$ cat src/rtl/ddr_line_bridge.sv
// Bridges one cache-line request/ack onto a DDR command channel plus a BEAT_W-wide burst.
// Optional watchdog: define DDR_BRIDGE_TIMEOUT_EN to abort stalled bursts and raise sticky err_o.
//
//   state   | meaning
//   --------+-----------------------------------------------
//   S_IDLE  | waiting for req_i; captures address, type, line
//   S_CMD   | presenting command until cmd_ready_i
//   S_WBEAT | streaming write beats, LSB slice first
//   S_RBEAT | collecting read beats into the line buffer
//   S_ACK   | one-cycle ack_o with r_data_o
module ddr_line_bridge #(
  parameter int ADDR_W         = 32,
  parameter int LINE_W         = 128,
  parameter int BEAT_W         = 32,
  parameter int TIMEOUT_CYCLES = 255
) (
  input  logic              clk,
  input  logic              rst_n,
  input  logic              req_i,
  input  logic [ADDR_W-1:0] addr_i,
  input  logic              w_en_i,
  input  logic [LINE_W-1:0] w_data_i,
  output logic [LINE_W-1:0] r_data_o,
  output logic              ack_o,
  output logic              cmd_valid_o,
  input  logic              cmd_ready_i,
  output logic [ADDR_W-1:0] cmd_addr_o,
  output logic              cmd_we_o,
  output logic              wvalid_o,
  input  logic              wready_i,
  output logic [BEAT_W-1:0] wdata_o,
  input  logic              rvalid_i,
  input  logic [BEAT_W-1:0] rdata_i,
  output logic              err_o
);

  localparam int BEATS = LINE_W / BEAT_W;
  localparam int CNT_W = $clog2(BEATS);
  localparam logic [ADDR_W-1:0] ALIGN_MASK = ~ADDR_W'(LINE_W / 8 - 1);

  typedef enum logic [2:0] {S_IDLE, S_CMD, S_WBEAT, S_RBEAT, S_ACK} state_t;

  state_t            state;
  logic [CNT_W-1:0]  beat_cnt;
  logic [CNT_W-1:0]  beat_inc;
  logic              last_beat;
  logic [LINE_W-1:0] line_q;
  logic [LINE_W-1:0] line_nxt;

  assign beat_inc  = beat_cnt + CNT_W'(1);
  assign last_beat = (beat_cnt == CNT_W'(BEATS - 1));

  // Line buffer with the incoming read beat merged, so the final beat reaches r_data_o directly.
  always_comb begin
    line_nxt = line_q;
    line_nxt[beat_cnt*BEAT_W +: BEAT_W] = rdata_i;
  end

`ifdef DDR_BRIDGE_TIMEOUT_EN
  localparam int WD_W = $clog2(TIMEOUT_CYCLES + 1);
  localparam logic [WD_W-1:0] WD_LOAD = WD_W'(TIMEOUT_CYCLES - 1);

  logic [WD_W-1:0] wd_cnt;
  logic            busy;
  logic            progress;
  logic            timeout;

  assign busy     = (state == S_CMD) || (state == S_WBEAT) || (state == S_RBEAT);
  assign progress = ((state == S_CMD)   && cmd_ready_i) ||
                    ((state == S_WBEAT) && wready_i)    ||
                    ((state == S_RBEAT) && rvalid_i);
  assign timeout  = busy && !progress && (wd_cnt == '0);
`else
  assign err_o = 1'b0;
`endif

  always_ff @(posedge clk or negedge rst_n) begin
    if (!rst_n) begin
      state       <= S_IDLE;
      beat_cnt    <= '0;
      line_q      <= '0;
      r_data_o    <= '0;
      ack_o       <= 1'b0;
      cmd_valid_o <= 1'b0;
      cmd_addr_o  <= '0;
      cmd_we_o    <= 1'b0;
      wvalid_o    <= 1'b0;
      wdata_o     <= '0;
`ifdef DDR_BRIDGE_TIMEOUT_EN
      wd_cnt      <= WD_LOAD;
      err_o       <= 1'b0;
`endif
    end else begin
      ack_o <= 1'b0;
`ifdef DDR_BRIDGE_TIMEOUT_EN
      wd_cnt <= (busy && !progress) ? wd_cnt - WD_W'(1) : WD_LOAD;
      if (timeout) begin
        cmd_valid_o <= 1'b0;
        wvalid_o    <= 1'b0;
        wdata_o     <= '0;
        r_data_o    <= '0;
        ack_o       <= 1'b1;
        err_o       <= 1'b1;
        beat_cnt    <= '0;
        state       <= S_ACK;
      end else
`endif
      case (state)
        S_IDLE: begin
          if (req_i) begin
            cmd_addr_o  <= addr_i & ALIGN_MASK;
            cmd_we_o    <= w_en_i;
            line_q      <= w_data_i;
            beat_cnt    <= '0;
            cmd_valid_o <= 1'b1;
            state       <= S_CMD;
          end
        end
        S_CMD: begin
          if (cmd_ready_i) begin
            cmd_valid_o <= 1'b0;
            if (cmd_we_o) begin
              wvalid_o <= 1'b1;
              wdata_o  <= line_q[BEAT_W-1:0];
              state    <= S_WBEAT;
            end else begin
              state    <= S_RBEAT;
            end
          end
        end
        S_WBEAT: begin
          if (wready_i) begin
            beat_cnt <= beat_inc;
            if (last_beat) begin
              wvalid_o <= 1'b0;
              wdata_o  <= '0;
              r_data_o <= '0;
              ack_o    <= 1'b1;
              state    <= S_ACK;
            end else begin
              wdata_o  <= line_q[beat_inc*BEAT_W +: BEAT_W];
            end
          end
        end
        S_RBEAT: begin
          if (rvalid_i) begin
            line_q   <= line_nxt;
            beat_cnt <= beat_inc;
            if (last_beat) begin
              r_data_o <= line_nxt;
              ack_o    <= 1'b1;
              state    <= S_ACK;
            end
          end
        end
        S_ACK: begin
          r_data_o <= '0;
          state    <= S_IDLE;
        end
        default: state <= S_IDLE;
      endcase
    end
  end

endmodule
$ cat config.mk
export PLATFORM = sky130hd
export DESIGN_NAME = ddr_line_bridge
export DESIGN_NICKNAME = d
export VERILOG_FILES = /design/src/rtl/ddr_line_bridge.sv
export SDC_FILE = /design/constraint.sdc
export NUM_CORES = 1
export LEC_CHECK = 0
export CORE_ASPECT_RATIO = 1.75
export CORE_MARGIN = 1.5
export CORE_UTILIZATION = 35
export DETAILED_ROUTE_END_ITERATION = 16
export GPL_TIMING_DRIVEN = 0
export SETUP_SLACK_MARGIN = 0.15
export SLEW_MARGIN = 20
export SYNTH_ARGS = -nofsm -noshare
export SYNTH_HDL_FRONTEND = slang
export SYNTH_SLANG_ARGS = --single-unit
$ cat constraint.sdc
create_clock -name clk -period 4.5 [get_ports clk]
set_input_delay 1.125 -clock clk [delete_from_list [all_inputs] [get_ports clk]]
set_output_delay 1.125 -clock clk [all_outputs]
set_load 0.02 [all_outputs]
Word-level counts from Yosys, hierarchy flattened
Cells that the tools add are included.
{"block": "totals", "regBits": 325, "latchBits": 0, "mem_bits_rw": 0, "mem_bits_ro": 0, "in_bits": 199, "out_inout_bits": 197, "wordCells": 78, "n_memories": 0}
{"block": "classes", "addsub": 2, "mul": 0, "div": 0, "order_cmp": 0, "eq_ne": 12, "n_shift": 3, "muxes": 37, "n_bitwise": 0, "n_reduce_logical": 14}
{"cell": "128-bit 2-to-1 mux", "n": 6}
{"cell": "128-bit case mux with 3 select lines", "n": 1}
{"cell": "128-bit case mux with 2 select lines", "n": 1}
{"cell": "128-bit bitwise mux", "n": 1}
{"cell": "32-bit 2-to-1 mux", "n": 4}
{"cell": "32-bit by 34-bit variable shift with 128-bit output (first input constant)", "n": 1}
{"cell": "128-bit by 8-bit indexed part select with 32-bit output", "n": 1}
{"cell": "32-bit by 34-bit indexed part select with 128-bit output", "n": 1}
{"cell": "32-bit case mux with 2 select lines", "n": 1}
{"cell": "7-bit negator with 34-bit output", "n": 1}
{"cell": "3-bit 2-to-1 mux", "n": 5}
{"cell": "2-bit != test (second input constant)", "n": 7}
{"cell": "3-bit case mux with 4 select lines", "n": 1}
{"cell": "4-bit AND reduction", "n": 3}
{"cell": "1-bit 2-to-1 mux", "n": 10}
{"cell": "5-bit AND reduction", "n": 2}
{"cell": "3-bit by 2-bit == test with 1-bit output (second input constant)", "n": 2}
{"cell": "2-bit 2-to-1 mux", "n": 3}
{"cell": "1-bit case mux with 2 select lines", "n": 3}
{"cell": "2-bit case mux with 3 select lines", "n": 1}
{"cell": "3-bit AND reduction", "n": 2}
{"cell": "2-bit nonzero test", "n": 3}
{"cell": "3-bit nonzero test", "n": 2}
{"cell": "3-bit by 1-bit == test with 1-bit output (second input constant)", "n": 1}
{"cell": "other kinds (5)", "n": 5}

Depth between registers and ports, before layout
{"block": "logic_depth", "depth_word": 6, "ltp_mapped": 11, "mapped_depth_nobuf": 6}

Worst setup path before layout
No wires, ideal clock.
{"block": "synth_path", "path_kind": "flip-flop to flip-flop", "startpoint": "reg beat_cnt[0]", "endpoint": "reg wdata_o[10]", "setup_time_ps": 126, "t_arrival_ps": 2354, "t_required_ps": 4374, "slack_ps": 2020, "path_stages_with_launch": 10, "n_path_buf": 4, "synth_period_minus_slack_ps": 2480, "cell_sequence": "dfrtp_1 > buf_4 > buf_2 > inv_1 > ha_1 > buf_2 > clkbuf_1 > mux4_2 > a22oi_1 > a21oi_1"}
{"block": "synth_via", "elab_chain_cells": 5, "elab_cells_between_ends": 6, "cone_classes": "add/sub: 1; eq/ne: 1; shift: 1; mux: 3"}
{"element": "start: declaration", "line": "44", "text": "logic [CNT_W-1:0] beat_cnt;"}
{"element": "start signal: assignment", "line": "133", "text": "beat_cnt <= beat_inc;"}
{"element": "start signal: assignment", "line": "148", "text": "beat_cnt <= beat_inc;"}
{"element": "2-bit by 1-bit adder with 2-bit output", "line": "50", "text": "assign beat_inc = beat_cnt + CNT_W'(1);"}
{"element": "128-bit by 8-bit indexed part select with 32-bit output", "line": "141", "text": "wdata_o <= line_q[beat_inc*BEAT_W +: BEAT_W];"}
{"element": "32-bit 2-to-1 mux *", "line": "134", "text": "if (last_beat) begin"}
{"element": "32-bit 2-to-1 mux *", "line": "132", "text": "if (wready_i) begin"}
{"element": "32-bit case mux with 2 select lines *", "line": "108", "text": "case (state)"}
{"element": "end signal: assignment", "line": "124", "text": "wdata_o <= line_q[BEAT_W-1:0];"}
{"element": "end signal: assignment", "line": "141"}
{"element": "end: declaration", "line": "31", "text": "output logic [BEAT_W-1:0] wdata_o,"}
Every way passes the cells marked *; elsewhere a longest branch is shown, timed or not. The select of a mux whose other input is x is not followed.
A chain may end at the register's enable or synchronous reset.

Worst setup path in the final report
{"block": "layout_path", "startpoint": "reg beat_cnt[0]", "endpoint": "reg line_q[25]"}
{"block": "layout_via", "elab_chain_cells": 5, "elab_cells_between_ends": 6, "cone_classes": "add/sub: 1; shift: 2; mux: 3"}
{"element": "7-bit negator with 34-bit output *", "line": "56", "text": "line_nxt[beat_cnt*BEAT_W +: BEAT_W] = rdata_i;"}
{"element": "32-bit by 34-bit indexed part select with 128-bit output / 32-bit by 34-bit variable shift with 128-bit output (equally long branches)", "line": "56"}
{"element": "128-bit bitwise mux *", "line": "56"}
{"element": "128-bit 2-to-1 mux *", "line": "146", "text": "if (rvalid_i) begin"}
{"element": "128-bit case mux with 2 select lines *", "line": "108"}
{"element": "end signal: assignment", "line": "113", "text": "line_q <= w_data_i;"}
{"element": "end signal: assignment", "line": "147", "text": "line_q <= line_nxt;"}
{"element": "end: declaration", "line": "47", "text": "logic [LINE_W-1:0] line_q;"}
Marks and branches as above.

==> run_results.csv <==
group,metric,value,unit
floorplan,coreArea,0.0470,mm²
cts,ctsHoldBuffers,0,
global_route,track_usage,0.306,
power_and_ir_drop,pwr-share-clk,0.168,
worst_setup_path,crit_path_end_kind,"register",
power_and_ir_drop,power.density,814,mW/mm²
layout,utilization,0.482,
logic_synthesis,yosysTopAreaCell,"dfrtp_1",
worst_setup_path,cp_common_cell,"buf_2",
drt,drt-initial-drc-count,1206,
logic_synthesis,postSynthAreaPerCell,9.65,µm²
sta,max_freq,0.267,GHz
sta,slew-limit-headroom,0.426,
min_path,min_path_type,"input pin to async pin",
cts,root_buffer,"clkbuf_16",
drt,wl_met3,4.31,mm
cts,post_cts_buffers,0,
layout,area_growth,35.3,%
global_route,antenna_found_initial,3,
worst_setup_path,required,4.96,ns
drt,viasPerCell,5.81,
logic_synthesis,synthTopCellsByArea,"dfrtp_1 (49%), nand2_1 (5.9%), o21ai_1 (5.5%), nor2b_1 (4.9%), mux4_2 (4.3%)",
layout,fillCellCount,4440,
sta,finalSetupTns,0,ns
sta,hold_ws,0.447,ns
power_and_ir_drop,pwr-share-seq,0.285,
floorplan,start_util,0.356,
cts,cts_buffer_depth,3,
floorplan,rows,105,
sta,worst_pin_slew,0.861,ns
logic_synthesis,synth_top_area_frac,0.485,
worst_setup_path,cp.buffers_inverters,5,
floorplan,fp.dieH,293,µm
cts,clock_latency,0.54,ns
power_and_ir_drop,leakagePower,0.00953,µW
worst_setup_path,crit_type,"register to register",
power_and_ir_drop,p_sw_frac,0.456,
sta,setup_viol,0,
layout,final_cell_mix,"clkdlybuf4s50_1 (385), dfrtp_1 (325), nand2_1 (263)",
power_and_ir_drop,power_frac_comb,0.547,
worst_setup_path,crit_chain,"buf_4, buf_2, inv_1, ha_1, buf_2, nor3b_2, clkbuf_1, a31oi_1, and2_1, o21ai_1",
logic_synthesis,ys_ff_latch,325,
drt,drtAntennaViolNets,0,
global_route,grt_pass1_vias,16700,
drt,dr.max_layer_used,"met5",
place,dp.cells,2720,
power_and_ir_drop,internal-power,10000,µW
cts,cts_resized,0,
layout,layout.cells.non_filler,2781,
drt,vias,16200,
layout,drive_gt1_frac,0.0995,
drt,wl_per_cell,27.3,µm
logic_synthesis,netlist_area,0.0168,mm²
logic_synthesis,ys_seq_area_frac,0.485,
logic_synthesis,synthDistinctLibCells,44,
global_route,gr-total-overflow,0,
cts,clk_pin_slew_worst_paths,0.07,ns
sta,post-route-period-util,0.833,
cts,cts_inserted_buffers,34,
cts,cts_max_level,2,
worst_setup_path,path_depth,10,
place,post_dp_cell_area,0.0215,mm²
layout,postLayoutCellArea,0.0227,mm²
floorplan,dieArea,0.0493,mm²
drt,drt-met1-wl,27.1,mm
drt,dr_wl_met2,37.7,mm
flow_run,max_cap_violations,0,
cts,cts_sinks,325,
worst_setup_path,arrival,4.20,ns
place,dp_hpwl,57.1,mm
worst_setup_path,crit_family,"buffers and inverters",
power_and_ir_drop,peakVddDrop,0.420,mV
status,outcome,"completed",
worst_setup_path,slowest_delay,0.71,ns
global_route,grt_pass1_wl,109,mm
sta,final_hold_viol_count,0,
layout,num-nets-final,2373,
sta,post-route-min-period,3.75,ns
drt,routed_wl,75.8,mm
cts,cts_tree,"yes",
sta,fin_skew,0.0185,ns
place,io_buffer_count,386,
worst_setup_path,rr_worst_depth,10,
worst_setup_path,crit_slowest_cell,"clkbuf_1",
floorplan,ios,396,
logic_synthesis,synth_warnings,0,
floorplan,fp.dieW,168,µm
drt,dr.pass1.iters,5,
layout,final_common_cell,"clkdlybuf4s50_1",
worst_setup_path,crit_path_max_fanout,10,
global_route,grt_max_degree,89,
place,gp_congestion,0.919,
worst_setup_path,start_kind,"register",
power_and_ir_drop,p_sw,8430,µW
sta,slew_violations,0,
logic_synthesis,synthCells,1738,
sta,rsz0062_at_grt,"false",
drt,drc,0,
[layout make-up]
type	instances	area, µm²	share of cell area
Inverter	2	7.51	0.000331
Antenna cell	2	5.00	0.000221
Buffer	173	880	0.0388
Clock inverter	10	175	0.00772
Multi-Input combinational cell	1242	7760	0.342
Sequential cell	325	8130	0.359
Clock buffer	49	1010	0.0446
Timing Repair Buffer	390	3980	0.175
Tap cell	588	736	0.0324
[flip-flops by register name, summed over array words and instances (netlist names)]
register     flops
cmd_valid_o      1
cmd_we_o         1
r_data_o       128
wvalid_o         1
line_q         128
cmd_addr_o      28
ack_o            1
state            3
beat_cnt         2
wdata_o         32
[worst reg2reg max path, cell delays in order (launching register included)]
cell and delay [ns]:
dfrtp_1 0.43, buf_4 0.26, buf_2 0.42, inv_1 0.18
ha_1 0.31, buf_2 0.20, nor3b_2 0.51, clkbuf_1 0.71
a31oi_1 0.27, and2_1 0.22, o21ai_1 0.13
[final timing paths]
check                                         start                          to  slack (ns)
hold reg to reg            r_data_o[59]$_DFFE_PN0P_    r_data_o[59]$_DFFE_PN0P_        0.48
hold / removal                                rst_n     r_data_o[4]$_DFFE_PN0P_        0.45
setup / recovery            beat_cnt[0]$_DFFE_PN0P_      line_q[25]$_DFFE_PN0P_        0.75
setup reg to reg            beat_cnt[0]$_DFFE_PN0P_      line_q[25]$_DFFE_PN0P_        0.75
max in group asynchronous                     rst_n  cmd_addr_o[13]$_DFFE_PN0P_        2.14
min in group clk           r_data_o[59]$_DFFE_PN0P_    r_data_o[59]$_DFFE_PN0P_        0.48
[synth_stat cells, drive strengths merged]
master	n
a211oi	32
mux4	32
nand3	1
mux2i	1
mux2	30
a31oi	98
nor3	1
a22oi	32
and2b	1
nand2	263
dfrtp	325
clkbuf	53
a22o	35
nand3b	2
o21bai	1
a21o	33
o21ai	227
a311oi	1
nand4b	1
nor2b	130
nor3b	2
buf	120
o31ai	96
conb	1
nor4bb	1
nand2b	32
ha	6
a21oi	36
or3b	2
and3	2
inv	2
and2	99
nor2	40
[power by group through the flow]
stage	combinational, µW	clock [µW]	sequential (µW)
after global placement	9810	0	5250
after floorplan	5060	0	5760
final	10100	3100	5270
after detailed placement	9970	0	5270
after global routing	10700	3240	5390
after CTS	10000	3140	5240
[per-stage QoR]
stage	setup WS, ns	power, µW
2_1_floorplan	2.02	10800
3_3_place_gp	-12.48	15100
3_5_place_dp	0.853	15200
4_1_cts	0.856	18400
5_1_grt	0.628	19400
6_report	0.753	18500
[routing by layer]
metal,up-vias,track usage
met1,7981,0.342
li1,7017,-
met5,-,0
met2,891,0.527
met3,264,0.0369
met4,2,0.238
[cells by family after synthesis]
group | after synthesis | synth area share
AOI/OAI and AO/OA | 591 | 0.222
and+or+nand+nor | 577 | 0.172
DFF | 325 | 0.485
buffers and inverters | 175 | 0.0529
muxes | 63 | 0.0640
adders and majority gates | 6 | 0.00448
other | 1 | 0.000224
Power figures use the tool's default switching activity.
